`src/rtl/mem_arb_pkg.sv`:
```
// rtl/mem_arb_pkg.sv - shared types and constants for the I/D memory arbiter
package mem_arb_pkg;

  localparam int WORDS_PER_BLOCK = 8;
  localparam int MEM_LAT         = 4;

  typedef enum logic [1:0] {
    IDLE  = 2'd0,
    WRITE = 2'd1,
    ISSUE = 2'd2,
    DRAIN = 2'd3
  } state_e;

  typedef enum logic {
    OWN_I = 1'b0,
    OWN_D = 1'b1
  } owner_e;

  // Byte address of the first word of the block holding addr (16-bit words).
  function automatic logic [15:0] block_base(input logic [15:0] addr, input int words);
    return addr & ~16'(2 * words - 1);
  endfunction

endpackage

```
`src/rtl/mem_arb_rr.sv`:
```
// rtl/mem_arb_rr.sv - two-way round-robin picker between I-cache and D-cache
module mem_arb_rr
  import mem_arb_pkg::*;
(
  input  logic   clk,
  input  logic   rst_n,
  input  logic   i_req,
  input  logic   d_req,
  input  logic   take,
  output logic   gnt_valid,
  output owner_e gnt_owner
);

  owner_e last_q;

  assign gnt_valid = i_req | d_req;

  // On a tie the side that was not served last wins.
  always_comb begin
    gnt_owner = OWN_I;
    if (i_req && d_req) begin
      gnt_owner = (last_q == OWN_I) ? OWN_D : OWN_I;
    end else if (d_req) begin
      gnt_owner = OWN_D;
    end
  end

  always_ff @(posedge clk or negedge rst_n) begin
    if (!rst_n) begin
      last_q <= OWN_I;
    end else if (take) begin
      last_q <= gnt_owner;
    end
  end

endmodule

```
`src/rtl/mem_arbiter.sv`:
```
// rtl/mem_arbiter.sv - arbitrates I-cache fills and D-cache fills/writes onto one memory port
module mem_arbiter
  import mem_arb_pkg::*;
#(
  parameter int WORDS_PER_BLOCK = mem_arb_pkg::WORDS_PER_BLOCK,
  parameter int MEM_LAT         = mem_arb_pkg::MEM_LAT
) (
  input  logic        clk,
  input  logic        rst_n,
  input  logic        i_req,
  input  logic [15:0] i_addr,
  input  logic        d_req,
  input  logic        d_wr,
  input  logic [15:0] d_addr,
  input  logic [15:0] d_wdata,
  output logic        i_done,
  output logic        d_done,
  output logic        i_fill_valid,
  output logic        d_fill_valid,
  output logic [15:0] fill_data,
  output logic [2:0]  fill_word,
  output logic        mem_en,
  output logic        mem_wr,
  output logic [15:0] mem_addr,
  output logic [15:0] mem_wdata,
  input  logic [15:0] mem_rdata,
  input  logic        mem_rvalid
);

  localparam int              CNT_W    = $clog2(WORDS_PER_BLOCK);
  localparam logic [CNT_W-1:0] LAST_IDX = CNT_W'(WORDS_PER_BLOCK - 1);

  if (MEM_LAT < 1) begin : g_bad_lat
    $error("mem_arbiter: MEM_LAT must be at least 1");
  end

  state_e           state_q, state_d;
  owner_e           owner_q;
  logic [15:0]      addr_q, wdata_q;
  logic [CNT_W-1:0] issue_cnt, rx_cnt;

  logic   gnt_valid, take, in_fill, ret, last_ret, done;
  owner_e gnt_owner;

  mem_arb_rr u_rr (
    .clk       (clk),
    .rst_n     (rst_n),
    .i_req     (i_req),
    .d_req     (d_req),
    .take      (take),
    .gnt_valid (gnt_valid),
    .gnt_owner (gnt_owner)
  );

  // Returns only count while a fill is in progress; stale ones in IDLE/WRITE are dropped.
  assign in_fill  = (state_q == ISSUE) || (state_q == DRAIN);
  assign ret      = in_fill && mem_rvalid;
  assign last_ret = ret && (rx_cnt == LAST_IDX);

  always_ff @(posedge clk or negedge rst_n) begin
    if (!rst_n) begin
      state_q <= IDLE;
    end else begin
      state_q <= state_d;
    end
  end

  always_comb begin
    state_d   = state_q;
    take      = 1'b0;
    done      = 1'b0;
    mem_en    = 1'b0;
    mem_wr    = 1'b0;
    mem_addr  = '0;
    mem_wdata = '0;
    unique case (state_q)
      IDLE: begin
        if (gnt_valid) begin
          take    = 1'b1;
          state_d = (gnt_owner == OWN_D && d_wr) ? WRITE : ISSUE;
        end
      end
      WRITE: begin
        mem_en    = 1'b1;
        mem_wr    = 1'b1;
        mem_addr  = addr_q;
        mem_wdata = wdata_q;
        done      = 1'b1;
        state_d   = IDLE;
      end
      ISSUE: begin
        mem_en   = 1'b1;
        mem_addr = addr_q + 16'({issue_cnt, 1'b0});
        if (last_ret) begin
          state_d = IDLE;
        end else if (issue_cnt == LAST_IDX) begin
          state_d = DRAIN;
        end
      end
      DRAIN: begin
        if (last_ret) begin
          state_d = IDLE;
        end
      end
      default: state_d = IDLE;
    endcase
    if (last_ret) begin
      done = 1'b1;
    end
  end

  always_ff @(posedge clk or negedge rst_n) begin
    if (!rst_n) begin
      owner_q   <= OWN_I;
      addr_q    <= '0;
      wdata_q   <= '0;
      issue_cnt <= '0;
      rx_cnt    <= '0;
    end else if (take) begin
      owner_q   <= gnt_owner;
      issue_cnt <= '0;
      rx_cnt    <= '0;
      if (gnt_owner == OWN_D) begin
        addr_q  <= d_wr ? d_addr : block_base(d_addr, WORDS_PER_BLOCK);
        wdata_q <= d_wr ? d_wdata : 16'h0000;
      end else begin
        addr_q  <= block_base(i_addr, WORDS_PER_BLOCK);
        wdata_q <= 16'h0000;
      end
    end else begin
      if (state_q == ISSUE) begin
        issue_cnt <= issue_cnt + 1'b1;
      end
      if (ret) begin
        rx_cnt <= rx_cnt + 1'b1;
      end
    end
  end

  assign i_done       = done && (owner_q == OWN_I);
  assign d_done       = done && (owner_q == OWN_D);
  assign i_fill_valid = ret && (owner_q == OWN_I);
  assign d_fill_valid = ret && (owner_q == OWN_D);
  assign fill_data    = ret ? mem_rdata : 16'h0000;
  assign fill_word    = ret ? 3'(rx_cnt) : 3'd0;

endmodule
```
`config.mk`:
```
export PLATFORM = sky130hd
export DESIGN_NAME = mem_arbiter
export DESIGN_NICKNAME = d
export VERILOG_FILES = /design/src/rtl/mem_arb_pkg.sv /design/src/rtl/mem_arb_rr.sv /design/src/rtl/mem_arbiter.sv
export SDC_FILE = /design/constraint.sdc
export NUM_CORES = 1
export LEC_CHECK = 0
export CAP_MARGIN = 20
export CORE_MARGIN = 1
export CORE_UTILIZATION = 37
export DETAILED_ROUTE_END_ITERATION = 7
export GPL_TIMING_DRIVEN = 0
export HOLD_SLACK_MARGIN = 0.08
export PLACE_DENSITY = 0.82
export SETUP_SLACK_MARGIN = 0.4
export SLEW_MARGIN = 20
export SYNTH_ARGS = -nofsm -noshare
export SYNTH_HDL_FRONTEND = slang
export SYNTH_SLANG_ARGS = --single-unit
```
`constraint.sdc`:
```
create_clock -name clk -period 2.05 [get_ports clk]
set_input_delay 0.41 -clock clk [delete_from_list [all_inputs] [get_ports clk]]
set_output_delay 0.41 -clock clk [all_outputs]
set_load 0.01 [all_outputs]
```
==> impl_metrics.json <==
{
  "yosys_warnings": 0,
  "setup_viol": 55,
  "cp.required_ps": 1640,
  "run_status": "complete, but fails checks",
  "r2r_cells": 11,
  "crit_type": "flip-flop to output port",
  "grt_pass1_vias": 3090,
  "avgSynthCellArea_um2": 9.316,
  "fin_crit_sh_pct": 131.9,
  "hold_class": "flip-flop to flip-flop",
  "netlist.area_leader.share_pct": 39.90,
  "viasPerCell": 5.579,
  "grt_max_degree": 24,
  "rrSetupSlack_ps": 130,
  "slowest_stage": "dfrtp_1",
  "netlist_instances": 276,
  "initial_core_util_pct": 38.06,
  "worst_path_largest_cell_delay_ps": 400,
  "cts_buffers": 5,
  "vias": 3113,
  "p_per_area_nw_per_um2": 1436,
  "core_um2": 6756,
  "worstPathCellList": "ha_2 -> inv_2 -> fa_2 -> nor2b_4 -> buf_6 -> o21a_4 -> a41oi_2 -> a31oi_2 -> buf_2",
  "ys_seq_elements": 41,
  "synth_area_leader_cell": "dfrtp_1",
  "final_area_um2": 5329,
  "grt_overflow_total": 0,
  "fin_skew_ps": 13.32,
  "worst_pin_slew_ps": 469.6,
  "leakage_nw": 2.463,
  "dp_hpwl_um": 5928,
  "holdCritStartpoint": "wdata_q[15]",
  "firstDrtPassIters": 4,
  "rows": 30,
  "syn_area_um2": 2571,
  "clk_latency_ps": 300,
  "grt_first_pass_wirelength_um": 15240,
  "netlist_top_cells_area": "dfrtp_1 40%, and2_1 9.7%, mux2i_1 6.6%",
  "rsz0062_at_grt": "true",
  "die_area_um2": 7286,
  "maxSlewHeadroom_pct": 68.70,
  "wire_per_inst_um": 20.30,
  "grt_util_met2_pct": 46.70,
  "grt_util_met3_pct": 3.988,
  "fmax_ghz": 0.3698,
  "drcViolationCount": 0,
  "cts_htree_levels": 2,
  "dieHeight_um": 85.36,
  "hold_depth": 1,
  "syn-num-nets": 358,
  "drtIter0Drc": 184,
  "place.gp.congestion": 0.7577,
  "final_util_pct": 78.87,
  "cts_tree": "built",
  "final_nets": 559,
  "cts_root_buffer": "clkbuf_8",
  "worstSetupStartpointType": "flip-flop",
  "drive_gt1_share_pct": 51.46,
  "finalMaxSlewViolations": 0,
  "tns_ps": -16010,
  "path_max_fanout": 5,
  "reg2reg_to": "rx_cnt[1]",
  "clk_pin_slew_ps": 80,
  "seq_area_frac_synth_pct": 39.90,
  "synthToLayoutAreaGrowth_pct": 107.3,
  "finalHoldViolCount": 0,
  "synth_edf_count": 0,
  "peakVddDrop_mv": 0.6865,
  "antenna_cells": 0,
  "whs_endpoint": "wdata_q[15]",
  "violations": "negative setup slack",
  "antenna_found_initial": 0,
  "end_kind": "output port",
  "grt-busiest-layer": "met2",
  "ant_nets": 0,
  "clk_path_buf_depth": 2,
  "synth_top_flop_cell": "dfrtp_1",
  "worstReg2RegStart": "state_q[0]",
  "postLayoutSetupSlackWorst_ps": -653.9,
  "finalCriticalPeriod_ps": 2704,
  "hold_slack_ps": 498.0,
  "crit_arrival_ps": 2290,
  "power_mw": 7.653,
  "use_met1_pct": 33.19,
  "drv_cap": 0,
  "synthArstFlopShare_pct": 100.0,
  "synth_cell_types": 40,
  "die_w_um": 85.36,
  "num_io_pins": 127,
  "port_buffers": 122,
  "track_usage_pct": 26.89,
  "clock-sinks": 41,
  "wirelength_um": 11330,
  "postPlaceCellArea_um2": 4174
}
## cell usage after synthesis, types with 2 or more instances
cell type  number
and3_1          3
a22oi_1         2
clkbuf_1       10
nor2b_1         6
o211ai_1        2
nand2_1        24
xnor2_1         3
a31oi_1        11
a21oi_1        12
nand3_1         4
ha_1           11
o21ai_0        19
and2_1         40
and4_1          2
buf_4           3
nor2_1         11
dfrtp_1        41
a22o_1         19
mux2i_1        17
a21o_1          4
o21a_1          2
nand4_1         3
buf_2           5
inv_1           6
## power breakdown
group | switching (mW) | leakage [nW] | internal [mW]
Sequential | 0.442 | 0.528 | 1.17
Clock | 0.308 | 0.0585 | 0.398
Combinational | 2.33 | 1.88 | 3.00
Total | 3.08 | 2.46 | 4.57
## layout by cell type (no fill, tap or decap), drive strengths merged, types with 3 or more instances in the layout
cell and count:
o21ai 20, nand4 3, clkbuf 17, nand2 24, clkdlybuf4s50 63, mux2i 17
nor2 11, xnor2 3, inv 6, dfrtp 41, nor2b 6, a21oi 12
and2 40, a31oi 11, a22o 19, ha 11, a21o 4, nand3 4
buf 137, and3 3
## metal layers
metal  part of all wire [%]  vias to the layer above  wire [um]
met5                      0                        -          0
met4                    2.9                        0        326
met3                    4.5                       31        510
met2                     52                      129       5908
met1                     40                     1556       4583
li1                       -                     1397          -
## worst max-delay path by stage
| stage | start | endpoint | slack (ps) | depth (start not counted) |
|---|---|---|---|---|
| 2_1_floorplan | issue_cnt[0] | mem_addr[15] | -40 | 7 |
| 3_3_place_gp | issue_cnt[0] | mem_addr[15] | -650 | 8 |
| 3_5_place_dp | issue_cnt[0] | mem_addr[15] | -670 | 8 |
| 4_1_cts | addr_q[1] | mem_addr[15] | -570 | 8 |
| 5_1_grt | issue_cnt[0] | mem_addr[13] | -740 | 9 |
| 6_report | issue_cnt[0] | mem_addr[13] | -650 | 9 |
## registers in the layout, summed over array words and instances, names as in the netlist
name         count
rx_cnt           3
issue_cnt        3
addr_q          16
wdata_q         16
state_q          2
u_rr.last_q      1
## cell type report
type                    instances  area (um^2)
inverters                       6        25.02
fillers                       391         1428
well taps                      80        100.1
repair buffers                194         1924
clock inverters                 1        30.03
flip-flops and latches         41         1030
plain buffers                  18        229.0
multi-input cells             211         1904
clock buffers                   7        86.33
## through the flow
| step | cells | worst slack, ps |
|---|---|---|
| floorplan | 276 | -44.49 |
| global placement | 478 | -653.2 |
| detailed placement | 479 | -674.6 |
| CTS | 538 | -569.9 |
| global route | 558 | -737.5 |
| finish | 558 | -653.9 |
## worst max-delay path, delay by kind of cell (launching register included)
| family | cells | cell delay [ps] |
|---|---|---|
| DFF | 1 | 400 |
| adders and majority gates | 2 | 600 |
| buffers and inverters | 3 | 330 |
| and+or+nand+nor | 1 | 190 |
| AOI/OAI and AO/OA | 3 | 490 |
## cells by family after synthesis
family          Yosys count  synth area share [%]
simple gates             97                 20.34
compound gates           81                 21.36
flops                    41                 39.90
buf+inv                  24                 4.185
mux                      18                 7.056
fa+ha+maj                12                 6.131
xor+xnor                  3                 1.022
## what timing repair did
item                                    CTS  global route
cloned                                    2             1
hold buffers                              1             0
endpoints found under the setup margin   90            75
setup buffers                            48            19
resized for setup                       328            68
pin swaps                                30            34
hold endpoints to repair                 18             0
No activity file was read; power rests on OpenSTA's default activity.
